### src/rtl/cpu_pkg.sv
// Widths and fetch-state encoding shared by the CPU front end (fetch and decode).
package cpu_pkg;

   localparam int N = 32;
   localparam int M = 16;

   typedef enum logic [1:0] {
      S_REQ  = 2'd0,
      S_RESP = 2'd1,
      S_FULL = 2'd2,
      S_HALT = 2'd3
   } fetch_state_e;

endpackage

### src/rtl/instr_fetch_if.sv
// Fetch-unit bus: instruction memory read port, decoder handshake and control-flow inputs.
interface instr_fetch_if #(
   parameter int N = cpu_pkg::N,
   parameter int M = cpu_pkg::M
);
   logic         imem_req;
   logic [M-1:0] imem_addr;
   logic [N-1:0] imem_rdata;
   logic [N-1:0] instr;
   logic         instr_valid;
   logic         instr_ready;
   logic [M-1:0] instr_pc;
   logic         redirect;
   logic [M-1:0] redirect_target;
   logic         halt;
   logic         halted;

   modport master (
      output imem_req, imem_addr, instr, instr_valid, instr_pc, halted,
      input  imem_rdata, instr_ready, redirect, redirect_target, halt
   );

   modport slave (
      input  imem_req, imem_addr, instr, instr_valid, instr_pc, halted,
      output imem_rdata, instr_ready, redirect, redirect_target, halt
   );
endinterface

### src/rtl/instr_fetch.sv
// Instruction fetch: one read in flight, a single-entry output buffer, redirect and sticky halt.
module instr_fetch #(
   parameter int           N        = cpu_pkg::N,
   parameter int           M        = cpu_pkg::M,
   parameter logic [M-1:0] RESET_PC = {M{1'b0}}
) (
   input logic           clk,
   input logic           rst,
   instr_fetch_if.master bus
);
   import cpu_pkg::*;

   fetch_state_e state_r, state_s;
   logic [M-1:0] fetch_pc_r, fetch_pc_s;
   logic [N-1:0] instr_r, instr_s;
   logic [M-1:0] instr_pc_r, instr_pc_s;
   logic         instr_valid_r, instr_valid_s;
   logic         halted_r, halted_s;
   logic         imem_req_s;

   // State and PC registers with synchronous reset.
   always_ff @(posedge clk) begin
      if (rst) begin
         state_r       <= S_REQ;
         fetch_pc_r    <= RESET_PC;
         instr_r       <= {N{1'b0}};
         instr_pc_r    <= {M{1'b0}};
         instr_valid_r <= 1'b0;
         halted_r      <= 1'b0;
      end else begin
         state_r       <= state_s;
         fetch_pc_r    <= fetch_pc_s;
         instr_r       <= instr_s;
         instr_pc_r    <= instr_pc_s;
         instr_valid_r <= instr_valid_s;
         halted_r      <= halted_s;
      end
   end

   // Next state: halt beats redirect, redirect beats both the capture and the handshake.
   always_comb begin
      state_s       = state_r;
      fetch_pc_s    = fetch_pc_r;
      instr_s       = instr_r;
      instr_pc_s    = instr_pc_r;
      instr_valid_s = instr_valid_r;
      halted_s      = halted_r;
      if (state_r == S_HALT) begin
         instr_valid_s = 1'b0;
      end else if (bus.halt) begin
         state_s       = S_HALT;
         halted_s      = 1'b1;
         instr_valid_s = 1'b0;
      end else if (bus.redirect) begin
         state_s       = S_REQ;
         fetch_pc_s    = bus.redirect_target;
         instr_valid_s = 1'b0;
      end else begin
         case (state_r)
            S_REQ: begin
               state_s = S_RESP;
            end
            S_RESP: begin
               instr_s       = bus.imem_rdata;
               instr_pc_s    = fetch_pc_r;
               fetch_pc_s    = fetch_pc_r + {{(M-1){1'b0}}, 1'b1};
               instr_valid_s = 1'b1;
               state_s       = S_FULL;
            end
            S_FULL: begin
               if (bus.instr_ready) begin
                  instr_valid_s = 1'b0;
                  state_s       = S_REQ;
               end else begin
                  state_s = S_FULL;
               end
            end
            default: begin
               state_s = S_REQ;
            end
         endcase
      end
   end

   // Read strobe decoded from state, suppressed while reset is held.
   always_comb begin
      if (rst) begin
         imem_req_s = 1'b0;
      end else if (state_r == S_REQ) begin
         imem_req_s = 1'b1;
      end else begin
         imem_req_s = 1'b0;
      end
   end

   assign bus.imem_req    = imem_req_s;
   assign bus.imem_addr   = fetch_pc_r;
   assign bus.instr       = instr_r;
   assign bus.instr_pc    = instr_pc_r;
   assign bus.instr_valid = instr_valid_r;
   assign bus.halted      = halted_r;

endmodule

### src/flat_wrapper.sv
// flat-port wrapper written by rule: the top's interface ports become plain ports
module instr_fetch_flat import cpu_pkg::*;
#(
   parameter int           N        = cpu_pkg::N,
   parameter int           M        = cpu_pkg::M,
   parameter logic [M-1:0] RESET_PC = {M{1'b0}}
)
  (clk, rst, bus_imem_req, bus_imem_addr, bus_instr, bus_instr_valid, bus_instr_pc, bus_halted, bus_imem_rdata, bus_instr_ready, bus_redirect, bus_redirect_target, bus_halt);
  instr_fetch_if #(.N(N), .M(M)) bus_i ();
  input logic clk;
  input logic rst;
  output wire logic [$bits(bus_i.imem_req)-1:0] bus_imem_req;
  output wire logic [$bits(bus_i.imem_addr)-1:0] bus_imem_addr;
  output wire logic [$bits(bus_i.instr)-1:0] bus_instr;
  output wire logic [$bits(bus_i.instr_valid)-1:0] bus_instr_valid;
  output wire logic [$bits(bus_i.instr_pc)-1:0] bus_instr_pc;
  output wire logic [$bits(bus_i.halted)-1:0] bus_halted;
  input wire logic [$bits(bus_i.imem_rdata)-1:0] bus_imem_rdata;
  input wire logic [$bits(bus_i.instr_ready)-1:0] bus_instr_ready;
  input wire logic [$bits(bus_i.redirect)-1:0] bus_redirect;
  input wire logic [$bits(bus_i.redirect_target)-1:0] bus_redirect_target;
  input wire logic [$bits(bus_i.halt)-1:0] bus_halt;
  assign bus_imem_req = bus_i.imem_req;
  assign bus_imem_addr = bus_i.imem_addr;
  assign bus_instr = bus_i.instr;
  assign bus_instr_valid = bus_i.instr_valid;
  assign bus_instr_pc = bus_i.instr_pc;
  assign bus_halted = bus_i.halted;
  assign bus_i.imem_rdata = bus_imem_rdata;
  assign bus_i.instr_ready = bus_instr_ready;
  assign bus_i.redirect = bus_redirect;
  assign bus_i.redirect_target = bus_redirect_target;
  assign bus_i.halt = bus_halt;
  instr_fetch #(.N(N), .M(M), .RESET_PC(RESET_PC)) u_core (.clk(clk), .rst(rst), .bus(bus_i));
endmodule
### config.mk
export PLATFORM = sky130hd
export DESIGN_NAME = instr_fetch_flat
export DESIGN_NICKNAME = d
export VERILOG_FILES = /design/src/rtl/cpu_pkg.sv /design/src/rtl/instr_fetch_if.sv /design/src/rtl/instr_fetch.sv /design/src/flat_wrapper.sv
export SDC_FILE = /design/constraint.sdc
export NUM_CORES = 1
export LEC_CHECK = 0
export ABC_AREA = 1
export CORE_MARGIN = 2
export CORE_UTILIZATION = 35
export CTS_BUF_LIST = sky130_fd_sc_hd__clkbuf_8
export DETAILED_ROUTE_END_ITERATION = 16
export MAX_ROUTING_LAYER = met4
export PLACE_DENSITY = 0.67
export SETUP_SLACK_MARGIN = 0.15
export SLEW_MARGIN = 5
export SYNTH_ARGS = -nofsm -noshare
export SYNTH_HDL_FRONTEND = slang
export SYNTH_SLANG_ARGS = --single-unit
### constraint.sdc
create_clock -name clk -period 1.7 [get_ports clk]
set_input_delay 0.255 -clock clk [delete_from_list [all_inputs] [get_ports clk]]
set_output_delay 0.255 -clock clk [all_outputs]
set_load 0.02 [all_outputs]
==> metrics.txt <==
Max FO, Critical Path=2; antenna fix cells=0; buffers added on ports=between 100 and 150; Total Wirelength=between 8000 and 9000 um; Final Hold Fails=0; placed instance area=around 0.0043 mm2; setup repair bufs after CTS=0; count of cell types in the netlist=30; CP peak stage delay=approximately 0.51 ns; Root Driver=clkbuf_8; TritonCTS clock tree=done; Hold Path Class=reg2reg; Syn Area/Cell=7.11 um2; core area=approximately 0.0082 mm2; Row Count=33; CTS max path bufs=2; Cells after Synth=about 410; design area=~0.0044 mm2; CTS H-tree depth=3; period utilisation layout=just over 90%; die height=around 96 um; post-synth net total=468; dpl cells=between 600 and 700; share of layout cells above drive strength 1=9.48%; Yosys top cell by area=dfxtp_1; hold path start=u_core.bus.halted$_SDFFE_PP0P_; Clock Skew=0.00866 ns; Worst-Margin Slew=roughly 0.31 ns; Crit Path Category=in2out; Yosys warnings=0; GP Congestion=approximately 0.91; most numerous cell in the Yosys netlist=nor2_1; Routed Antenna Nets=0; DR vias=3040; top cells by area, synth=dfxtp_1 46%, nor2_1 15%, o21ai_0 10%; Min Hold Slack=roughly 0.47 ns; Crit Reg-Reg Startpoint=u_core.bus.imem_addr[4]$_SDFFE_PP0P_; Die Span X=roughly 96 um; worst skew pair latency=between 0.3 and 0.4 ns; PostCTS Resize Cnt=51; Avg Vias per Cell=~4.7; Layout fillers=roughly 830; Avg WL per Cell=~13 um; Clock transition at path regs=0.07 ns; vias in the first global route=approximately 2700; GRT Util Overall=between 10% and 20%; fin nets=just under 600; DRC=0; Non-Filler Instances=around 640; io pins=120; Die ar.=slightly above 0.009 mm2; Finish-stage setup viols=0; synthesis-to-layout area growth=50.9%; Power Dens Cells=~810 mW/mm2; Worst Setup SP=rst; slew margin rel.=79.5%; Post-synth EDFFs=0; DRT iter0 DRCs=around 150; Critical Path AT=roughly 1.3 ns; post-synthesis sequential area ratio=between 40% and 50%; Synth Register Bits=68; Starting Density=between 30% and 40%; Hold Buf Count CTS=0; Mapped Area=approximately 0.003 mm2; max-cap viol count=0; max-slew violation count=0; Worst EP required=between 1 and 1.5 ns; global-route wire length before repair=around 13000 um; initial antenna violation count=0; GR Overflow Total=0; Post-synth top cells=114 x nor2_1, 68 x dfxtp_1, 59 x nand2_1, 59 x o21ai_0, 26 x a21oi_1; CP endpoint kind=output pin; largest net degree at the start of global routing=31; dpl hpwl=6230 um; Worst IR Drop VDD=0.523 mV; share of the synthesized area in the top cell type=roughly 46%; CP startpoint kind=input pin; Synth async-reset ratio=0%; Top FF cell, synth=dfxtp_1; RSZ-0062 raised after global routing=true; Sink Count=between 60 and 70; status=finished clean; slowest library cell on the worst path=clkdlybuf4s50_1; Final Total Pwr=between 0.003 and 0.004 W; CTS buffer count=9; Lkg Pwr=approximately 2.2 nW; TritonRoute pass-1 iters=4; critical-path cell list=clkdlybuf4s50_1, nor3_2, dlygate4sd2_1; Fmax=638 MHz; crit path time final=~1.6 ns
-- layout make-up --
class / instances / area (um2) / share of cell area (%)
clock buffer: 11 / 151 / 3.41
sequential: 68 / 1370 / 30.8
tap: 105 / 131 / 2.96
inverter: 23 / 86.3 / 1.94
clock inverter: 4 / 25.0 / 0.564
multi-input combinational: 299 / 1360 / 30.6
timing repair buffer: 133 / 1320 / 29.8
-- power breakdown --
part	switching, W	total [W]	internal [W]
Combinational	0.000340	0.000647	0.000307
Clock	0.000608	0.00120	0.000596
Sequential	0.0000615	0.00173	0.00167
Total	0.00101	0.00359	0.00258
-- per-layer routing --
metal	vias up	GRT usage [%]	wire length, um
li1	1580	-	-
met1	1370	24.7	3880
met2	79	29.3	4120
met3	11	3.99	510
met4	0	8.81	131
met5	-	-	0
-- worst max-delay path, delay by kind of cell --
family	cells	cell delay [ns]
buffers and inverters	2	0.87
and+or+nand+nor	1	0.19
-- cell families (layout without fill, tap and decap cells) --
logic type | Yosys count | in the layout | synth area share [%]
XOR/XNOR | 1 | 1 | 0.298
buffers and inverters | 47 | 171 | 8.33
AND/OR/NAND/NOR | 200 | 200 | 27.3
adder cells (fa/ha/maj) | 1 | 1 | 0.425
flip-flops | 68 | 68 | 46.3
AO/OA/AOI/OAI | 97 | 97 | 17.4
-- metrics by stage --
stage / setup TNS (ns) / setup WS [ns] / utilization (%)
floorplan: 0 / 0.268 / -
global placement: -0.217 / -0.217 / 52.1
detailed placement: -0.262 / -0.197 / 52.1
CTS: 0 / 0.0787 / 53.5
global route: 0 / 0.0873 / 54.3
finish: 0 / 0.132 / 54.3
-- layout by cell type, fill, tap and decap left out, types with 2 or more instances in the layout --
cell / n
inv_1: 18
clkinv_2: 2
nand3_1: 15
nor2_1: 111
a31oi_1: 2
clkinvlp_4: 2
clkdlybuf4s50_1: 52
buf_4: 10
nand2_1: 59
nand2_2: 3
dlymetal6s2s_1: 16
clkbuf_8: 11
inv_2: 5
dfxtp_1: 64
o21ai_0: 59
nor2_2: 4
a21oi_1: 26
dlygate4sd2_1: 51
o21ai_1: 5
buf_12: 4
dfxtp_2: 4
nand4_1: 3
-- flip-flops by register name (all words and copies together), names as in the netlist --
register and flops:
u_core.bus.instr 32, u_core.bus.imem_addr 16, u_core.bus.instr_pc 16, u_core.state_r 2, u_core.bus.halted 1, u_core.bus.instr_valid 1
-- path summary, 6_finish.rpt --
kind	slack, ns	cells past startpoint	endpoint
worst max-delay path	0.13	3	bus_imem_req
worst max register to register	0.31	7	u_core.bus.imem_addr[10]$_SDFFE_PP0P_
worst min register to register	0.47	2	u_core.bus.halted$_SDFFE_PP0P_
worst min-delay path	0.47	2	u_core.bus.halted$_SDFFE_PP0P_
Note: power is estimated with default switching activity, not from simulation.
